<file path="config.mk">
export PLATFORM = sky130hd
export DESIGN_NAME = popcount_sched
export DESIGN_NICKNAME = d
export VERILOG_FILES = /design/src/rtl/popcount_sched.sv
export SDC_FILE = /design/constraint.sdc
export NUM_CORES = 1
export LEC_CHECK = 0
export CORE_ASPECT_RATIO = 0.6
export CORE_MARGIN = 4
export CORE_UTILIZATION = 25
export DETAILED_ROUTE_END_ITERATION = 8
export SLEW_MARGIN = 20
export SYNTH_ARGS = -nofsm -noshare
export SYNTH_HDL_FRONTEND = slang
export SYNTH_SLANG_ARGS = --single-unit
</file>
<file path="constraint.sdc">
create_clock -name clk_i -period 20.4 [get_ports clk_i]
set_clock_uncertainty 0.1 [all_clocks]
set_input_delay 4.08 -clock clk_i [delete_from_list [all_inputs] [get_ports clk_i]]
set_output_delay 4.08 -clock clk_i [all_outputs]
set_load 0.02 [all_outputs]
</file>
<file path="src/rtl/popcount_sched.sv">
// popcount_sched
// ---------------------------------------------------------------------------
// Shares a single 32-bit population-count tree among four requesters.
// A round-robin arbiter grants at most one pending request per cycle. The
// granted word is counted and the result is registered, tagged with the
// requester ID. A saturating running total is also kept per requester.
//
// Ports
//   clk_i        rising-edge clock
//   rst_ni       synchronous active-low reset
//   req_i        per-requester request, held high until granted
//   data_i       request words, requester i owns [32*i+31 : 32*i]
//   clr_i        per-requester running-total clear (one-cycle pulse)
//   gnt_o        one-hot grant, combinational from req_i and the pointer
//   res_valid_o  one-cycle pulse per accepted request
//   res_id_o     ID of the requester whose count is on res_cnt_o
//   res_cnt_o    ones count of the accepted word, 0..32
//   acc_o        running totals, requester i owns [ACC_W*i+ACC_W-1 : ACC_W*i]
//
// Handshake: a request is accepted on the rising edge where req_i[i] and
// gnt_o[i] are both high (gnt_o acts as the ready). The requester holds
// req_i[i] and its data word stable until that edge. Results have no ready:
// res_* is valid for exactly the cycle res_valid_o is high.
// ---------------------------------------------------------------------------
module popcount_sched #(
  parameter int NREQ  = 4,
  parameter int ACC_W = 16
) (
  input  logic                    clk_i,
  input  logic                    rst_ni,
  input  logic [NREQ-1:0]         req_i,
  input  logic [32*NREQ-1:0]      data_i,
  input  logic [NREQ-1:0]         clr_i,
  output logic [NREQ-1:0]         gnt_o,
  output logic                    res_valid_o,
  output logic [1:0]              res_id_o,
  output logic [5:0]              res_cnt_o,
  output logic [NREQ*ACC_W-1:0]   acc_o
);

  localparam int SUM_W = ACC_W + 1;

  // Registered state
  logic [1:0]                  ptr_q, ptr_d;
  logic                        res_valid_q, res_valid_d;
  logic [1:0]                  res_id_q, res_id_d;
  logic [5:0]                  res_cnt_q, res_cnt_d;
  logic [NREQ-1:0][ACC_W-1:0]  acc_q, acc_d;

  // Arbitration and datapath
  logic [NREQ-1:0]  gnt;
  logic [1:0]       gid;
  logic [1:0]       idx;
  logic             accept;
  logic [31:0]      word;
  logic [5:0]       cnt;
  logic [ACC_W-1:0] base;
  logic [SUM_W-1:0] sum;

  // Round-robin search starting at ptr_q; the first set request wins.
  always_comb begin
    gnt    = '0;
    gid    = '0;
    idx    = '0;
    accept = 1'b0;
    for (int k = 0; k < NREQ; k++) begin
      idx = ptr_q + 2'(k);
      if (!accept && req_i[idx]) begin
        accept   = 1'b1;
        gid      = idx;
        gnt[idx] = 1'b1;
      end
    end
  end

  assign gnt_o = gnt;

  // Single shared count tree fed by the granted word.
  always_comb begin
    word = '0;
    for (int i = 0; i < NREQ; i++) begin
      if (gid == 2'(i)) word = data_i[32*i +: 32];
    end
    cnt = '0;
    for (int b = 0; b < 32; b++) begin
      cnt = cnt + 6'(word[b]);
    end
  end

  // Next-state. Clear is applied before the add, so clear plus accept on the
  // same channel leaves just the new count. The extra sum bit is the carry
  // out of the add, which flags saturation.
  always_comb begin
    ptr_d       = ptr_q;
    res_valid_d = 1'b0;
    res_id_d    = res_id_q;
    res_cnt_d   = res_cnt_q;
    acc_d       = acc_q;
    base        = '0;
    sum         = '0;
    for (int i = 0; i < NREQ; i++) begin
      base = clr_i[i] ? '0 : acc_q[i];
      if (accept && (gid == 2'(i))) begin
        sum      = {1'b0, base} + SUM_W'(cnt);
        acc_d[i] = sum[ACC_W] ? '1 : sum[ACC_W-1:0];
      end else begin
        acc_d[i] = base;
      end
    end
    if (accept) begin
      ptr_d       = gid + 2'd1;
      res_valid_d = 1'b1;
      res_id_d    = gid;
      res_cnt_d   = cnt;
    end
  end

  always_ff @(posedge clk_i) begin
    if (!rst_ni) begin
      ptr_q       <= '0;
      res_valid_q <= 1'b0;
      res_id_q    <= '0;
      res_cnt_q   <= '0;
      acc_q       <= '0;
    end else begin
      ptr_q       <= ptr_d;
      res_valid_q <= res_valid_d;
      res_id_q    <= res_id_d;
      res_cnt_q   <= res_cnt_d;
      acc_q       <= acc_d;
    end
  end

  assign res_valid_o = res_valid_q;
  assign res_id_o    = res_id_q;
  assign res_cnt_o   = res_cnt_q;
  assign acc_o       = acc_q;

endmodule

</file>
# Yosys cells after proc, flatten, opt, wreduce, memory -nomap -nowiden
# Index checks and enable logic that the tools add are counted.
# word_totals
ff_bits	75
output_inout_bits	77
word_cells	121
# op_classes
addsub	39
magnitude_cmp	8
n_eq_ne	3
n_mux	45
bitwise_logic	3
n_reduce_logical	15
# ops
op	count
two-way mux 16 bit	12
adder 6 x 1 -> 6 bit	26
two-way mux 32 bit	4
adder 16 x 6 -> 17 bit	4
two-way mux 4 bit	4
two-way mux 1 bit	13
less-than comparator 2 x 3 -> 1 bit (second input constant)	4
OR 4 bit	3
logical AND 1 bit	11
binary-select mux 1 bit (select 2 bit)	4
demux 1 bit (select 2 bit)	4
>= comparator 2 x 1 -> 1 bit (second input constant)	4
two-way mux 2 bit	4
adder 5 x 1 -> 6 bit	1
adder 4 x 1 -> 5 bit	1
adder 2 x 1 -> 2 bit (second input constant)	2
adder 2 bit (second input constant)	2
adder 3 x 1 -> 4 bit	1
== test 2 bit (second input constant)	2
adder 2 x 1 -> 3 bit	1
logical NOT 1 bit	3
adder 1 x 1 -> 2 bit	1
== test 2 x 1 -> 1 bit (second input constant)	1
logical NOT 2 bit	1

# Longest topological paths before layout
# Gate-level depths: netlist of run 1.
# logic_depth
word_depth	51
ltp_mapped	39
mapped_depth_nobuf	34

# Least setup slack after synthesis of run 1
# Ideal clock, no wire load.
# synth_path
path_type	input to register
from	input req_i[2]
to	register acc_q (netlist bit acc_o[44])
t_arrival_ns	12.570
path_slack_ns	7.609
stages	34
n_path_buf	3
path_cell_list	buf_2 mux4_2 nor2b_1 o21ai_0 o21a_1 inv_1 ha_1 clkbuf_1 clkbuf_1 nor2_1 a21oi_1 nor2_1 a21oi_1 o21ai_0 fa_1 inv_1 fa_1 fa_1 inv_1 fa_1 inv_1 fa_1 inv_1 fa_1 ha_1 fa_1 fa_1 a21o_1 nor2_1 o31ai_1 maj3_1 a21oi_2 or3_1 o311a_1
# synth_via
elab_chain_cells	51
elab_cells_between_ends	65
# synth_lines
item	line	text
start: declaration	31	input logic [NREQ-1:0] req_i,
binary-select mux 1 bit (select 2 bit)	68	if (!accept && req_i[idx]) begin
two-way mux 1 bit (implied by the code)	68	
two-way mux 1 bit	68	
logical NOT 1 bit	68	
logical AND 1 bit	68	
two-way mux 1 bit	68	
logical NOT 1 bit	68	
logical AND 1 bit	68	
(+4 left out)	--	
named net gid[0]	52	logic [1:0] gid;
(+8 left out)	--	
adder 4 x 1 -> 5 bit	86	cnt = cnt + 6'(word[b]);
adder 5 x 1 -> 6 bit	86	
adder 6 x 1 -> 6 bit (25 in a row)	86	
adder 6 x 1 -> 6 bit (*)	86	
named net cnt[1]	56	logic [5:0] cnt;
adder 16 x 6 -> 17 bit (*)	104	sum = {1'b0, base} + SUM_W'(cnt);
two-way mux 16 bit (*)	105	acc_d[i] = sum[ACC_W] ? '1 : sum[ACC_W-1:0];
two-way mux 16 bit (*)	103	if (accept && (gid == 2'(i))) begin
end signal: assignment	124	acc_q <= '0;
end signal: assignment	130	acc_q <= acc_d;
end: declaration	48	logic [NREQ-1:0][ACC_W-1:0] acc_q, acc_d;
# Mark *: on every way through the listed nets, which the timed path passes. The rest lies on a longest branch. The select of a mux whose other input is x is not followed.
# A chain may end at the register's enable or synchronous reset.

# Worst setup path in the final report of run 1
# Same ends and word-level chain as after synthesis.

==> results.md, run 1 <==
- Asr flop ratio synth: 0%
- Startpoint type of the worst setup path: input port
- Post-synth EDFFs: 0
- Synth top area share: 21.6%
- Clock Path Buffers: 2
- Core ar.: between 20,000 and 30,000 um2
- Fmax: 71.5 MHz
- Routed vias: 7,380
- Die Area: 30,600 um2
- Routability Congestion: 0.837
- Status: finished clean
- Vias in the first global route: around 6,800
- Category of the most critical setup path: in -> reg
- Port Buf Inserts: 214
- Synth area leaders: dfxtp_1 22%, a21oi_1 9.2%, fa_1 8.1%, nor2_1 7.4%, ha_1 5.6%
- Drt first pass iters: 7
- Post-DR wirelength/cell: around 16 um
- Initial antenna violation count: 0
- Synth Warn #: 0
- Final setup margin: ~6.4 ns
- Placed Instance Area: 9380 um2
- Synthesized flop and latch total: 75
- Ratio of final minimum period to clock period: between 60% and 70%
- Crit end category: register
- Final core occ: approximately 36%
- CP most frequent cell: fa_1
- Clock Sink Count: between 70 and 80
- Critical path arrival: between 10 and 15 ns
- Die W: around 220 um
- P&R area growth vs syn: 39.6%
- Sequential area share after synthesis: a little over a fifth
- TritonCTS clock tree: built
- Delay-heaviest family, CP: adder cells
- DP Wirelength: around 19,000 um
- Largest net degree at the start of global routing: 67
- Setup-failing EPs final: 0
- DRT iter0 DRCs: slightly below 700
- Worst Max-Slew Pin Slew: 0.966 ns
- Cell taking the most area after synthesis: dfxtp_1
- Detail Route Antenna Nets: 0
- Share of cells above drive strength 1: 4.85%
- Synthesized instance count: ~960
- Synth cell types: slightly below 80
- CTS Buf Count: 9
- CTS resizes: 0
- DRT Wirelength: 24,500 um
- Root Buffer: clkbuf_16
- Total negative slack: 0 ns
- Final Critical Period: approximately 14 ns
- Cell row count: between 40 and 50
- Finished layout cell area: 9700 um2
- Crit-path slowest cell: fa_1
- Final Slew Violations: 0
- CP Buf/Inv Count: 7
- Post-CTS setup buffer count: 0
- Syn Nets: around 1,200
- Max incr delay on CP: around 0.9 ns
- Worst-Skew Late Latency: about 0.35 ns
- GR Overflow Total: 0
- Worst Hold Class: reg -> reg
- Post-CTS Hold Buffers: 0
- Final hold vios: 0
- DRC: 0
- Ant diodes: 0
- Final nets: 1,327
- Max H-tree Level: 3
- Max-Cap Viols: 0
- CP required: approximately 21 ns
- Max-slew headroom: between 30% and 40%
- Ports: between 200 and 250
- GRT Total Usage: 15.5%
- Starting Density: 25.9%
- Pre-CTS setup slack: around 6 ns
- Max FO, Critical Path: 66
- First-pass GRT wire length: between 30,000 and 40,000 um
- Die height: between 100 and 150 um
- Synth Area per Inst: 7.27 um2
- Main synth FF type: dfxtp_1
- RSZ-0062 raised after global routing: no
- Clock-pin transition on the worst setup and hold timing paths: about 0.06 ns
- Vias per cell: 4.94
- Fill count: between 2,000 and 3,000
- Post-Syn Area: 6950 um2
-- per-stage QoR --
| stage | cells | hold slack (ns) |
|---|---|---|
| final | 1494 | 0.368 |
| after global routing | 1494 | 0.396 |
| after CTS | 1494 | 0.375 |
| after detailed placement | 1479 | 0.367 |
| after global placement | 1479 | 0.365 |
| after floorplan | 956 | 0.398 |
-- sequential cells by signal, summed over array words and instances, names as in the netlist --
register     count
acc_o           64
res_id_o         2
ptr_q            2
res_cnt_o        6
res_valid_o      1
-- Yosys cell counts (all sizes together), types with 8 or more instances --
master  number
a211oi      11
a21o         8
a21oi      131
a31oi        9
and2         9
and3         9
buf         14
clkbuf      45
dfxtp       75
fa          28
ha          31
inv         45
mux2i       10
nand2       93
nand2b      11
nand3       20
nand4       10
nor2       138
nor2b       43
nor3        18
nor4         8
o21a        11
o21ai       42
o31ai        9
or3          8
xnor2       20
-- per-layer routing --
layer | track usage (%) | wire [um]
met1 | 23.9 | 13000
met2 | 22.0 | 9750
met3 | 4.24 | 1610
met4 | 1.88 | 148
met5 | 0 | 0
-- final timing paths --
path / end / slack (ns) / startpoint / cells past startpoint
max: acc_o[44] / 6.42 / req_i[2] / 34
min: res_cnt_o[3] / 0.37 / res_cnt_o[3] / 2
max reg2reg: acc_o[44] / 9.87 / ptr_q[0] / 34
min reg2reg: res_cnt_o[3] / 0.37 / res_cnt_o[3] / 2
-- cell type report --
| class | count | area [um2] | share of cell area [%] |
|---|---|---|---|
| inverter | 45 | 169 | 1.74 |
| tap | 360 | 450 | 4.64 |
| sequential | 75 | 1500 | 15.5 |
| clock buffer | 11 | 253 | 2.60 |
| multi-input combinational | 777 | 5050 | 52.1 |
| timing repair buffer | 222 | 2200 | 22.7 |
| clock inverter | 4 | 73.8 | 0.761 |
-- worst reg2reg max path: cells and delay by family (launching register included) --
family	cells	cell delay [ns]
AND/OR/NAND/NOR	5	0.95
adder cells (fa/ha/maj)	12	5.49
buffers and inverters	7	0.99
multiplexers	1	0.40
AO/OA/AOI/OAI	9	1.93
flip-flops	1	0.59
-- layout by cell type, fill, tap and decap left out, types with 28 or more instances in the layout --
cell             instances
nor2_1                 137
fa_1                    28
o21ai_0                 41
nand2_1                 92
ha_1                    28
clkdlybuf4s50_1        214
dfxtp_1                 75
inv_1                   45
nor2b_1                 43
a21oi_1                128
-- cell families (layout without fill, tap and decap cells) --
kind of cell / Yosys count / in the layout / synth area share (%)
DFF: 75 / 75 / 21.6
muxes: 13 / 13 / 2.09
and+or+nand+nor: 399 / 399 / 27.9
buffers and inverters: 104 / 282 / 5.87
xor gates and xnor gates: 26 / 26 / 3.28
AOI/OAI and AO/OA: 278 / 278 / 25.3
adders and majority gates: 61 / 61 / 13.9
Power of run 1 is left out: the tool's default activity adds up to more than one toggle a clock period on the data nets, which glitch-free logic cannot reach.
==> inputs of run 2 (changes only) <==
==> constraint.sdc (replaced) <==
create_clock -name clk_i -period 11.9 [get_ports clk_i]
set_clock_uncertainty 0.1 [all_clocks]
set_input_delay 2.38 -clock clk_i [delete_from_list [all_inputs] [get_ports clk_i]]
set_output_delay 2.38 -clock clk_i [all_outputs]
set_load 0.02 [all_outputs]
==> run 2 against run 1 <==
Net effect:
- setup slack worse by 5.8 ns
- wire length rose by 2.3%
- register-to-register slack got worse by 7.8 ns
- critical path type unchanged
- die area is the same
- count of clock-buffer cells in the layout increased by 2
- cell area up 1.4%
- first-iteration DRC count down 29%
- cell count rose by 0.74%
- via count grew 1.2%
- non-clock buffer count increased by 10
- flip-flop and latch count unchanged
==> results.md, run 2 (synthesis results as in run 1) <==
- Largest register FFs: 64
- Die W: 223 um
- DRC: 0
- Port Buf Inserts: 214
- Commonest non-fill, non-tap cell in the layout: clkdlybuf4s50_1
- Clock Sink Count: 75
- CTS Buf Count: 9
- Ports: about 220
- R2R Setup Slk: between 2 and 2.5 ns
- Max incr delay on CP: approximately 0.6 ns
- Critical path arrival: roughly 11 ns
- Post-CTS Hold Buffers: 0
- First-pass GRT wire length: 39,400 um
- Grt met1 use: between 20% and 30%
- Die height: about 140 um
- Worst reg2reg startpoint: ptr_q[0]
- Drt first pass iters: 5
- Share of cells above drive strength 1: under 10%
- Max FO, Critical Path: 43
- Cell row count: 46
- DRT Wirelength: ~25,000 um
- Detail Route Antenna Nets: 0
- Crit-path slowest cell: mux4_2
- Vias per cell: approximately 5
- GRT Total Usage: between 10% and 20%
- Highest-count cells in the layout ignoring fill and taps: 214 x clkdlybuf4s50_1, 137 x nor2_1, 128 x a21oi_1
- Worst-Skew Late Latency: roughly 0.34 ns
- Max-slew headroom: a little under half
- Starting Density: about 26%
- Setup crit start: req_i[3]
- Non-Filler Instances: ~1,500
- Clock Path Buffers: 2
- Worst Max-Slew Pin Slew: 0.792 ns
- Ratio of final minimum period to clock period: approximately 95%
- Routed vias: about 7,500
- Max H-tree Level: 3
- RSZ-0062 raised after global routing: no
- Ant diodes: 0
- Fmax: roughly 88 MHz
- Core ar.: 26,900 um2
- TritonCTS clock tree: built
- CP Capture Point: acc_o[44]
- Reg-to-reg endpoint: acc_o[44]
- Initial antenna violation count: 0
- Vias in the first global route: around 7,000
- Max-Cap Viols: 0
- Status: finished clean
- Placed Instance Area: roughly 9500 um2
- Clock-pin transition on the worst setup and hold timing paths: ~0.060 ns
- Post-CTS setup buffer count: 0
- Die Area: a little over 30,000 um2
- Finished layout cell area: slightly below 10,000 um2
- DP Wirelength: approximately 20,000 um
- Final Critical Period: 11.32 ns
- Crit end category: register
- Root Buffer: clkbuf_16
- Setup-failing EPs final: 0
- Worst r2r path cells: 35
- GRT busiest layer: met1
- Final hold vios: 0
- CTS resizes: 0
- Post-DR wirelength/cell: roughly 17 um
- GR met2 Demand/Resource: between 20% and 30%
- Worst Hold Class: reg -> reg
- Final nets: between 1,000 and 1,500
- Category of the most critical setup path: in -> reg
- Final Slew Violations: 0
- Routability Congestion: roughly 0.84
- Met3 Use GR: under 10%
- Largest net degree at the start of global routing: 67
- Placed Cells: between 1,000 and 1,500
- CP most frequent cell: fa_1
- Startpoint type of the worst setup path: input port
- CP required: approximately 12 ns
- P&R area growth vs syn: 41.6%
- GR Overflow Total: 0
- DRT iter0 DRCs: between 400 and 500
run 2: layer usage:
metal  part of all wire (%)  vias to the layer above
met5                      0                        -
met4                   0.77                        0
met3                    6.6                       20
met2                     40                      223
met1                     53                     3473
li1                       -                     3756
run 2: stage by stage:
| step | setup TNS, ns | utilization (%) | hold slack (ns) | setup WS [ns] |
|---|---|---|---|---|
| global route | 0 | 36.6 | 0.389 | 0.0506 |
| CTS | 0 | 36.5 | 0.362 | 0.246 |
| detailed placement | -0.118 | 35.4 | 0.355 | -0.0678 |
| finish | 0 | 36.6 | 0.359 | 0.577 |
| floorplan | 0 | - | 0.398 | 0.809 |
| global placement | 0 | 35.4 | 0.341 | 0.183 |
run 2: layout make-up:
| class | instances | area [um2] |
|---|---|---|
| clock buffers | 13 | 270 |
| clock inverters | 3 | 45.0 |
| fillers | 2742 | 17000 |
| inverters | 45 | 169 |
| multi-input cells | 777 | 5080 |
| flip-flops and latches | 75 | 1500 |
| well taps | 360 | 450 |
| repair buffers | 232 | 2330 |
run 2: worst min-delay path by stage:
stage | start | cells after the start | slack (ns) | endpoint
floorplan | ptr_q[1] | 2 | 0.40 | ptr_q[1]
global placement | res_cnt_o[0] | 2 | 0.34 | res_cnt_o[0]
detailed placement | res_cnt_o[0] | 2 | 0.36 | res_cnt_o[0]
CTS | res_cnt_o[0] | 2 | 0.36 | res_cnt_o[0]
global route | res_cnt_o[0] | 2 | 0.39 | res_cnt_o[0]
finish | res_cnt_o[0] | 2 | 0.36 | res_cnt_o[0]
run 2: critical path, delay by kind of cell:
family | cells | cell delay (ns)
XOR/XNOR | 1 | 0.35
buffers and inverters | 7 | 1.11
AND/OR/NAND/NOR | 5 | 0.79
adder cells (fa/ha/maj) | 11 | 4.59
multiplexers | 1 | 0.60
AO/OA/AOI/OAI | 9 | 1.59
Power of run 2 is left out for the same reason.
